--- src/rtl/cp0_exc_pkg.sv ---
// Shared CP0 constants: register numbers, exception codes, fixed values.
package cp0_exc_pkg;

  localparam logic [4:0] REG_SR    = 5'd12;
  localparam logic [4:0] REG_CAUSE = 5'd13;
  localparam logic [4:0] REG_EPC   = 5'd14;
  localparam logic [4:0] REG_PRID  = 5'd15;

  typedef enum logic [4:0] {
    EXC_INT  = 5'd0,
    EXC_ADEL = 5'd4,
    EXC_ADES = 5'd5,
    EXC_RI   = 5'd10,
    EXC_OV   = 5'd12
  } exc_code_e;

  localparam logic [31:0] HANDLER_PC = 32'h0000_4180;
  localparam logic [31:0] PRID_VAL   = 32'h4D49_5053;
  localparam logic [31:0] SR_RESET   = 32'h0000_FC01;

endpackage

--- src/rtl/cp0_exc.sv ---
// CP0 exception/interrupt block: SR, Cause, EPC, PRId plus exception entry.
module cp0_exc
  import cp0_exc_pkg::*;
(
  input  logic        clk,
  input  logic        reset,
  input  logic        exc_valid,
  input  logic [4:0]  exc_code,
  input  logic [31:0] pc_m,
  input  logic        bd_m,
  input  logic [5:0]  hw_int,
  input  logic        we,
  input  logic [4:0]  addr,
  input  logic [31:0] wdata,
  input  logic        eret,
  output logic [31:0] rdata,
  output logic [31:0] epc,
  output logic        take_exc,
  output logic [31:0] handler_pc
);

  logic [5:0]  im;
  logic        exl;
  logic        ie;
  logic        bd;
  logic [5:0]  ip;
  logic [4:0]  code_q;
  logic [29:0] epc_hi;

  logic        int_pend;
  logic [29:0] epc_next_hi;

  assign int_pend    = (|(hw_int & im)) & ie & ~exl;
  assign take_exc    = int_pend | (exc_valid & ~exl);
  // EPC bits 1:0 are always zero, so only the word address is stored.
  assign epc_next_hi = bd_m ? (pc_m[31:2] - 30'd1) : pc_m[31:2];
  assign epc         = {epc_hi, 2'b00};
  assign handler_pc  = HANDLER_PC;

  // Register update: exception entry beats mtc0/eret; eret clears EXL after mtc0.
  always_ff @(posedge clk) begin
    if (reset) begin
      im     <= SR_RESET[15:10];
      exl    <= SR_RESET[1];
      ie     <= SR_RESET[0];
      bd     <= 1'b0;
      ip     <= '0;
      code_q <= '0;
      epc_hi <= '0;
    end else begin
      ip <= hw_int;
      if (take_exc) begin
        exl    <= 1'b1;
        code_q <= int_pend ? EXC_INT : exc_code;
        bd     <= bd_m;
        epc_hi <= epc_next_hi;
      end else begin
        if (we && addr == REG_SR) begin
          im  <= wdata[15:10];
          exl <= wdata[1];
          ie  <= wdata[0];
        end
        if (we && addr == REG_EPC) begin
          epc_hi <= wdata[31:2];
        end
        // Later non-blocking assignment makes eret override an SR write to EXL.
        if (eret) begin
          exl <= 1'b0;
        end
      end
    end
  end

  // mfc0 read mux from stored state; unimplemented numbers read zero.
  always_comb begin
    rdata = '0;
    case (addr)
      REG_SR:    rdata = {16'h0000, im, 8'h00, exl, ie};
      REG_CAUSE: rdata = {bd, 15'h0000, ip, 3'b000, code_q, 2'b00};
      REG_EPC:   rdata = {epc_hi, 2'b00};
      REG_PRID:  rdata = PRID_VAL;
      default:   rdata = '0;
    endcase
  end

endmodule
--- config.mk ---
export PLATFORM = sky130hd
export DESIGN_NAME = cp0_exc
export DESIGN_NICKNAME = d
export VERILOG_FILES = /design/src/rtl/cp0_exc_pkg.sv /design/src/rtl/cp0_exc.sv
export SDC_FILE = /design/constraint.sdc
export NUM_CORES = 1
export LEC_CHECK = 0
export CAP_MARGIN = 20
export CORE_MARGIN = 10
export CORE_UTILIZATION = 40
export CTS_CLUSTER_DIAMETER = 150
export DETAILED_ROUTE_END_ITERATION = 6
export PLACE_DENSITY = 0.77
export RECOVER_POWER = 25
export SYNTH_ARGS = -nofsm -noshare
export SYNTH_HDL_FRONTEND = slang
export SYNTH_SLANG_ARGS = --single-unit
--- constraint.sdc ---
create_clock -name clk -period 3.1 [get_ports clk]
set_input_delay 0.465 -clock clk [delete_from_list [all_inputs] [get_ports clk]]
set_output_delay 0.465 -clock clk [all_outputs]
set_load 0.02 [all_outputs]
==> results of run 1 <==
==> how the worst max path moves through the flow <==
stage / startpoint / endpoint / slack, ns / cells past startpoint
finish: addr[0] / rdata[31] / 0.28 / 7
global route: addr[0] / rdata[2] / 0.17 / 7
CTS: addr[0] / rdata[31] / 0.27 / 7
detailed placement: pc_m[9] / epc_hi[17]$_SDFFE_PP0P_ / 0.08 / 6
global placement: pc_m[10] / epc_hi[17]$_SDFFE_PP0P_ / 0.1 / 6
floorplan: pc_m[10] / epc_hi[29]$_SDFFE_PP0P_ / 0.63 / 5
==> stage by stage <==
step	cells	area [um^2]	total power [mW]	setup WS (ns)	hold slack [ns]
finish	688	5090	1.71	0.281	0.472
CTS	688	5090	1.73	0.271	0.478
global route	688	5090	1.79	0.170	0.499
detailed placement	680	4980	1.27	0.0816	0.466
floorplan	478	3580	1.02	0.628	0.436
global placement	680	4980	1.27	0.0995	0.459
==> area by class of cell <==
class	count	area, um^2
tap	105	131
timing repair buffer	169	1660
clock inverter	3	40.0
clock buffer	5	68.8
fill	731	3250
multi-input combinational	352	2170
sequential	50	1000
inverter	4	15.0
==> sequential cells by signal, indices dropped and copies added, names as in the netlist <==
name / flops
epc_hi: 30
exl: 1
ip: 6
bd: 1
code_q: 5
im: 6
ie: 1
==> where the power goes <==
group | total (mW) | leakage, nW | switching [mW] | internal (mW)
Clock | 0.453 | 0.0579 | 0.216 | 0.238
Combinational | 0.531 | 1.49 | 0.285 | 0.246
Sequential | 0.723 | 0.414 | 0.0358 | 0.687
Total | 1.71 | 1.96 | 0.536 | 1.17
==> cell usage after synthesis (12+ instances only) <==
library cell,instances,area [um^2]
sky130_fd_sc_hd__or3_1,12,75.1
sky130_fd_sc_hd__and3_1,38,238
sky130_fd_sc_hd__nand2_1,18,67.6
sky130_fd_sc_hd__a311oi_1,22,193
sky130_fd_sc_hd__nand3_1,21,105
sky130_fd_sc_hd__a211oi_1,35,263
sky130_fd_sc_hd__o21ai_0,15,75.1
sky130_fd_sc_hd__nor2_1,44,165
sky130_fd_sc_hd__clkbuf_1,35,131
sky130_fd_sc_hd__dfxtp_1,50,1000
sky130_fd_sc_hd__o31ai_1,13,97.6
sky130_fd_sc_hd__buf_4,34,255
==> worst max-delay path: stages <==
cell and delay, ns:
sky130_fd_sc_hd__clkdlybuf4s50_1 0.45, sky130_fd_sc_hd__buf_12 0.18, sky130_fd_sc_hd__nor2b_1 0.11, sky130_fd_sc_hd__buf_4 0.26, sky130_fd_sc_hd__a22oi_1 0.13, sky130_fd_sc_hd__nor2_1 0.12
sky130_fd_sc_hd__clkdlybuf4s50_1 0.63
==> routing by layer <==
layer / track usage, % / up-vias
met3: 3.91 / 17
met4: 5.50 / 0
met1: 23.8 / 1850
li1: - / 1888
met5: 0 / -
met2: 34.7 / 186
==> cells by family (layout without fill, tap and decap cells) <==
logic type	count (synthesis)	count (layout)	synth area share, %
compound gates	116	116	24.9
xor+xnor	10	10	2.53
fa+ha+maj	1	1	0.361
buf+inv	76	181	12.0
flops	50	50	28.9
mux	6	6	1.81
other cells	2	34	0.217
simple gates	185	185	29.3
==> flow_results.org, run 1 <==
** Run status
- Outcome :: completed

** Routing
- The detail route stage leaves a number of antenna-violating nets equal to 0.
- The detailed router finished its first iteration with 232 violations.
- The routed design uses about 6.7 mm of met2 wire.
- Routed wirelength normalized by instance count :: just under 20 um
- Total routed wirelength :: approximately 13 mm
- The highest layer touched by signal routing is met4.
- Detailed routing placed a total of roughly 960 um of wire on met3.
- For this block, the via count after detailed routing is between 3k and 4k.
- DRC :: 0
- Met1 routed wirelength after detailed routing :: between 5 and 6 mm
- Via density per instance :: 5.73
- The first TritonRoute pass finished after 5 iterations.

** Timing
- Total setup violations reported at the end of the flow :: 0
- Slew at the pin with the worst max-slew slack :: 0.744 ns
- Dividing the final minimum period by the clock period gives about nine tenths.
- Based on the critical path, the design can be clocked at up to roughly 0.35 GHz.
- Number of max-slew violations in the final report :: 0
- Setup total negative slack on the finished layout was measured at 0 ns.
- RSZ-0062 raised after global routing :: false
- The number of hold violations in the final report was 0.
- The clock period could shrink to between 2 and 3 ns.
- Clk_skew :: 0.00570 ns
- Headroom to the max-slew limit came out at 49.7%.

** Floorplan
- For this configuration, the core starts out at a cell density of 41.5%.
- # IOs :: about 180
- Area of the die :: approximately 0.013 mm^2
- The die is approximately 110 um wide.
- Cell Rows :: 33
- Core Box Area :: 0.00834 mm^2
- Die height :: about 110 um

** Worst hold path
- In this run the most critical hold path is launched from bd$_SDFFE_PP0N_.
- The worst hold path terminates at bd$_SDFFE_PP0N_.
- Worst Hold Class :: reg2reg
- Count of cells along the worst hold path :: 2

** Worst setup path
- End of the worst register-to-register path :: epc_hi[21]$_SDFFE_PP0P_
- The worst setup path is launched from an input port.
- The worst register-to-register path has a setup slack of about 1.1 ns.
- Required time of the critical path :: between 2 and 3 ns
- Along the worst path, the maximum fanout reaches 24.
- The worst register-to-register path has a depth of 6.
- The worst setup path is of the in2out kind.
- Data on the critical path arrives at its endpoint at 2.35 ns.
- Crit Reg-Reg Startpoint :: im[4]$_SDFFE_PP1P_
- Kind of capture point of the worst setup path :: output pin

** Yosys
- Post-synthesis instance total :: 446
- For this run, the number of Yosys warnings is 0.
- In this run, distinct cell masters in the synthesized netlist total 50.
- The mapped netlist covers ~0.0035 mm^2.
- Post-synth EDFFs :: 0
- Register bit total from synthesis :: 50
- The share of the Yosys chip area taken by registers is 28.9%.
- Fraction of registers with async set/reset :: 0%
- Synth Flop Type :: sky130_fd_sc_hd__dfxtp_1
- Each instance of the synthesized netlist takes up on average 7.77 um^2.

** Clock network
- TritonCTS built the clock tree.
- Bufs on Longest Clock Path :: 2
- Library cell used as clock root buffer :: sky130_fd_sc_hd__clkbuf_8
- Clock tree synthesis found a total of 50 sinks.
- After clock tree synthesis, the repair step resized 0 gates.
- For the worst-skew pair, the clock arrives at the later sink with an insertion delay of 0.30 ns.
- Buffers inserted during clock tree synthesis total 5.
- Hold Buf Count CTS :: 0
- Number of setup buffers added after CTS :: 0
- The clock tree synthesis step divided the H-tree into 2 levels.
- Post-CTS clock slew at the launch and capture registers of the worst setup and hold paths :: about 0.080 ns

** Global route
- The number of antenna violations at the first check in global routing was 0.
- Final global-route overflow total :: 0
- Number of global-route vias before repair :: 3,986
- The first global-routing pass estimated roughly 21 mm of wire.
- Entering global routing, the biggest net connects 63 pins.
- Global routing used 19.8% of the available tracks across all layers.

** Place
- Port buffering added between 100 and 150 buffers.
- The wire-length estimate of the detail-placed layout is between 10 and 15 mm.
- Final Wtd Congestion :: between 0.8 and 0.9

** Pwr
- In this run the power density over the cells is between 300 and 400 mW/mm^2.
- In this run the static leakage power is ~2.0 nW.
- VDD sags by at most about 0.22 mV.

** Cells and area
- In the final layout, the share of cells above drive strength 1 is 7.20%.
- Syn-to-layout area delta :: 46.9%
- After the last flow step, the layout net total stands at approximately 670.
- Number of diodes :: 0
- Measured on the finished design, the core utilization comes to 61.0%.
- The library cells used most frequently in the layout, excluding fill and tap cells, are sky130_fd_sc_hd__clkdlybuf4s50_1 (123), sky130_fd_sc_hd__dfxtp_1 (50), sky130_fd_sc_hd__nor2_1 (44).
- Leaving out fill and tap cells, the most frequent cell in the layout is sky130_fd_sc_hd__clkdlybuf4s50_1.

** Flow run
- Across the run, the number of max-cap violations was 0.
Power figures use the tool's default switching activity.
==> inputs of run 2 (changes only) <==
--- a/config.mk
+++ b/config.mk
@@ -6,7 +6,7 @@
 export NUM_CORES = 1
 export LEC_CHECK = 0
 export CAP_MARGIN = 20
-export CORE_MARGIN = 10
+export CORE_MARGIN = 2
 export CORE_UTILIZATION = 40
 export CTS_CLUSTER_DIAMETER = 150
 export DETAILED_ROUTE_END_ITERATION = 6
==> run 2 against run 1 <==
Sequential share of layout area about the same. Combinational power decreased by 0.8%. Final cell count increased by 0.29%. Count of clock-buffer cells in the layout unchanged.
==> flow_results.org, run 2 (synthesis gave the netlist of run 1 again) <==
** Cells and area
- Number of diodes :: 0
- Share of the core filled with cells :: 61.4%
- Leaving out fill and tap cells, the most frequent cells in the layout are sky130_fd_sc_hd__clkdlybuf4s50_1 (123), sky130_fd_sc_hd__dfxtp_1 (50), sky130_fd_sc_hd__nor2_1 (44).
- Max FFs per register :: 30
- Largest reg by FF count :: epc_hi
- Syn-to-layout area delta :: 47.1%
- Post-route standard cell area excluding fillers :: between 0.005 and 0.006 mm^2
- Most common cell after layout, fill and taps aside :: sky130_fd_sc_hd__clkdlybuf4s50_1
- Ratio of cells with drive above 1 in the final layout :: 7.52%
- At the end of the flow, the number of nets in the layout was approximately 670.
- The largest registers in the layout are epc_hi (30), im (6), ip (6).

** Timing
- Maximum achievable frequency :: between 0.3 and 0.4 GHz
- Number of failing hold endpoints at the final stage :: 0
- For the pin with the worst max-slew slack, the measured transition is between 0.7 and 0.8 ns.
- Setup violations remaining at the end of the flow were counted as 0.
- Measured against its own limit, the worst slew margin works out to between 50% and 60%.
- Final period util :: roughly nine tenths
- RSZ-0062 raised after global routing :: false
- Shortest clock period the worst path allows after layout :: around 2.8 ns
- Setup tns final :: 0 ns
- The number of max-slew violations in the final report came to 0.
- Clk_skew :: 0.00901 ns

** Floorplan
- Die W :: 97.1 um
- After floorplanning, the core was sized to cover 0.00830 mm^2.
- Area of the die :: between 0.009 and 0.01 mm^2
- The initialized floorplan defines 33 standard-cell rows.
- For this design the top-level I/O count stands at 183.
- For this configuration, the core starts out at a cell density of around two fifths.
- Die height :: a little under 100 um

** Pwr
- Maximum VDD drop :: about 0.23 mV
- Sequential cells burn around 42% of the power.
- Switching Share :: a little under a third
- In this run, the combinational gates consume between 30% and 40% of the power.
- Internal Pwr Total :: roughly 1.2 mW
- In this run, the clock network consumes a little over a quarter of the power.
- In this run the power density over the cells is 338 mW/mm^2.
- LEAKAGE :: between 1.5 and 2 nW
- Switching Power :: around 0.55 mW

** Clock network
- Clock tree synthesis inserted a total of 5 buffers.
- TritonCTS built the clock tree.
- Clock Sinks :: 50
- Buffers added to address setup during post-CTS repair amount to 0.
- Post-CTS clock slew at the launch and capture registers of the worst setup and hold paths :: around 0.09 ns
- Count of cells resized by post-cts repair :: 0
- The longest clock path from root to sink contains 2 buffers.
- Hold Buf Count CTS :: 0
- Clock latency on the worst-skew pair, taken at its later pin, is ~0.3 ns.
- Library cell used as clock root buffer :: sky130_fd_sc_hd__clkbuf_8
- Number of H-tree levels :: 2

** Worst setup path
- STA puts the critical path data arrival time at between 2 and 2.5 ns.
- Required time of the critical path :: approximately 2.6 ns
- CP Class :: in2out
- STA classifies the critical path endpoint as an output pin.
- STA classifies the critical path startpoint as an input port.
- In this run the worst path has a maximum fanout of 11.

** Global route
- Number of global-route vias before repair :: ~3.6k
- Total Routing Usage GR :: about a quarter
- Pin count of the biggest net entering global routing :: 63
- For this run the aggregate overflow at the end of global routing stands at 0.
- The number of antenna violations at the first check in global routing came to 0.
- Global-route wire length before repair :: approximately 19 mm

** Routing
- Detailed routing inserted a total of 3,869 vias.
- Pre-Repair DR Iteration Count :: 4
- Number of violations reported at the end of detailed-routing iteration 0 :: between 200 and 250
- Antenna violation net count after detailed routing :: 0
- The routed design has roughly 12 mm of wire.
- DRC :: 0
- Dividing the detail-routed via count by the number of cells gives 5.61.
- Routed wirelength normalized by instance count :: ~17 um

** Place
- Detailed placement ended at an HPWL of between 8 and 9 mm.
- Final Wtd Congestion :: just over 0.9
- The count of buffers added on input and output ports is between 100 and 150.
- Cell area reported after detailed placement :: 0.00498 mm^2

** Flow run
- Max-cap violations :: 0

** Run status
- The run finished with clean final reports.

** Worst hold path
- The path class of the tightest hold or removal check is reg2reg.
==> run 2: layout make-up <==
cell class | instances | area (um^2)
flip-flops and latches | 50 | 1000
repair buffers | 171 | 1660
fillers | 740 | 3210
inverters | 4 | 15.0
clock buffers | 5 | 68.8
well taps | 105 | 131
multi-input cells | 352 | 2170
clock inverters | 3 | 45.0
==> run 2: path summary, 6_finish.rpt <==
path | from | end | depth (start not counted) | slack [ns]
worst max-delay path | addr[0] | rdata[3] | 6 | 0.25
worst min-delay path | bd$_SDFFE_PP0N_ | bd$_SDFFE_PP0N_ | 2 | 0.47
worst max register to register | im[4]$_SDFFE_PP1P_ | epc_hi[21]$_SDFFE_PP0P_ | 6 | 1.19
worst min register to register | bd$_SDFFE_PP0N_ | bd$_SDFFE_PP0N_ | 2 | 0.47
==> run 2: per-layer routing <==
metal,up-vias,part of all wire (%),track usage (%)
met5,-,0,0
met2,154,49,40.7
met3,10,5.8,3.45
li1,1892,-,-
met1,1813,44,32.1
met4,0,1.2,5.53
==> run 2: worst max-delay path, cell delays in order <==
cell and delay, ns:
sky130_fd_sc_hd__clkdlybuf4s50_1 0.52, sky130_fd_sc_hd__buf_4 0.22, sky130_fd_sc_hd__nor2b_1 0.31, sky130_fd_sc_hd__a22oi_1 0.12, sky130_fd_sc_hd__nor2_1 0.12, sky130_fd_sc_hd__clkdlybuf4s50_1 0.63
==> run 2: power by group through the flow <==
stage                     logic, mW  clock network, mW  registers, mW
final                         0.527              0.469          0.723
after global placement        0.527                  0          0.739
after CTS                     0.534              0.474          0.725
after global routing          0.564              0.511          0.729
after detailed placement      0.531                  0          0.740
after floorplan               0.246                  0          0.773
==> run 2: through the flow <==
stage,std cells,hold WS [ns],setup slack [ns],power (mW)
CTS,690,0.473,0.247,1.73
finish,690,0.471,0.251,1.72
floorplan,478,0.436,0.628,1.02
detailed placement,682,0.463,0.0918,1.27
global route,690,0.492,0.127,1.80
global placement,682,0.455,0.108,1.27
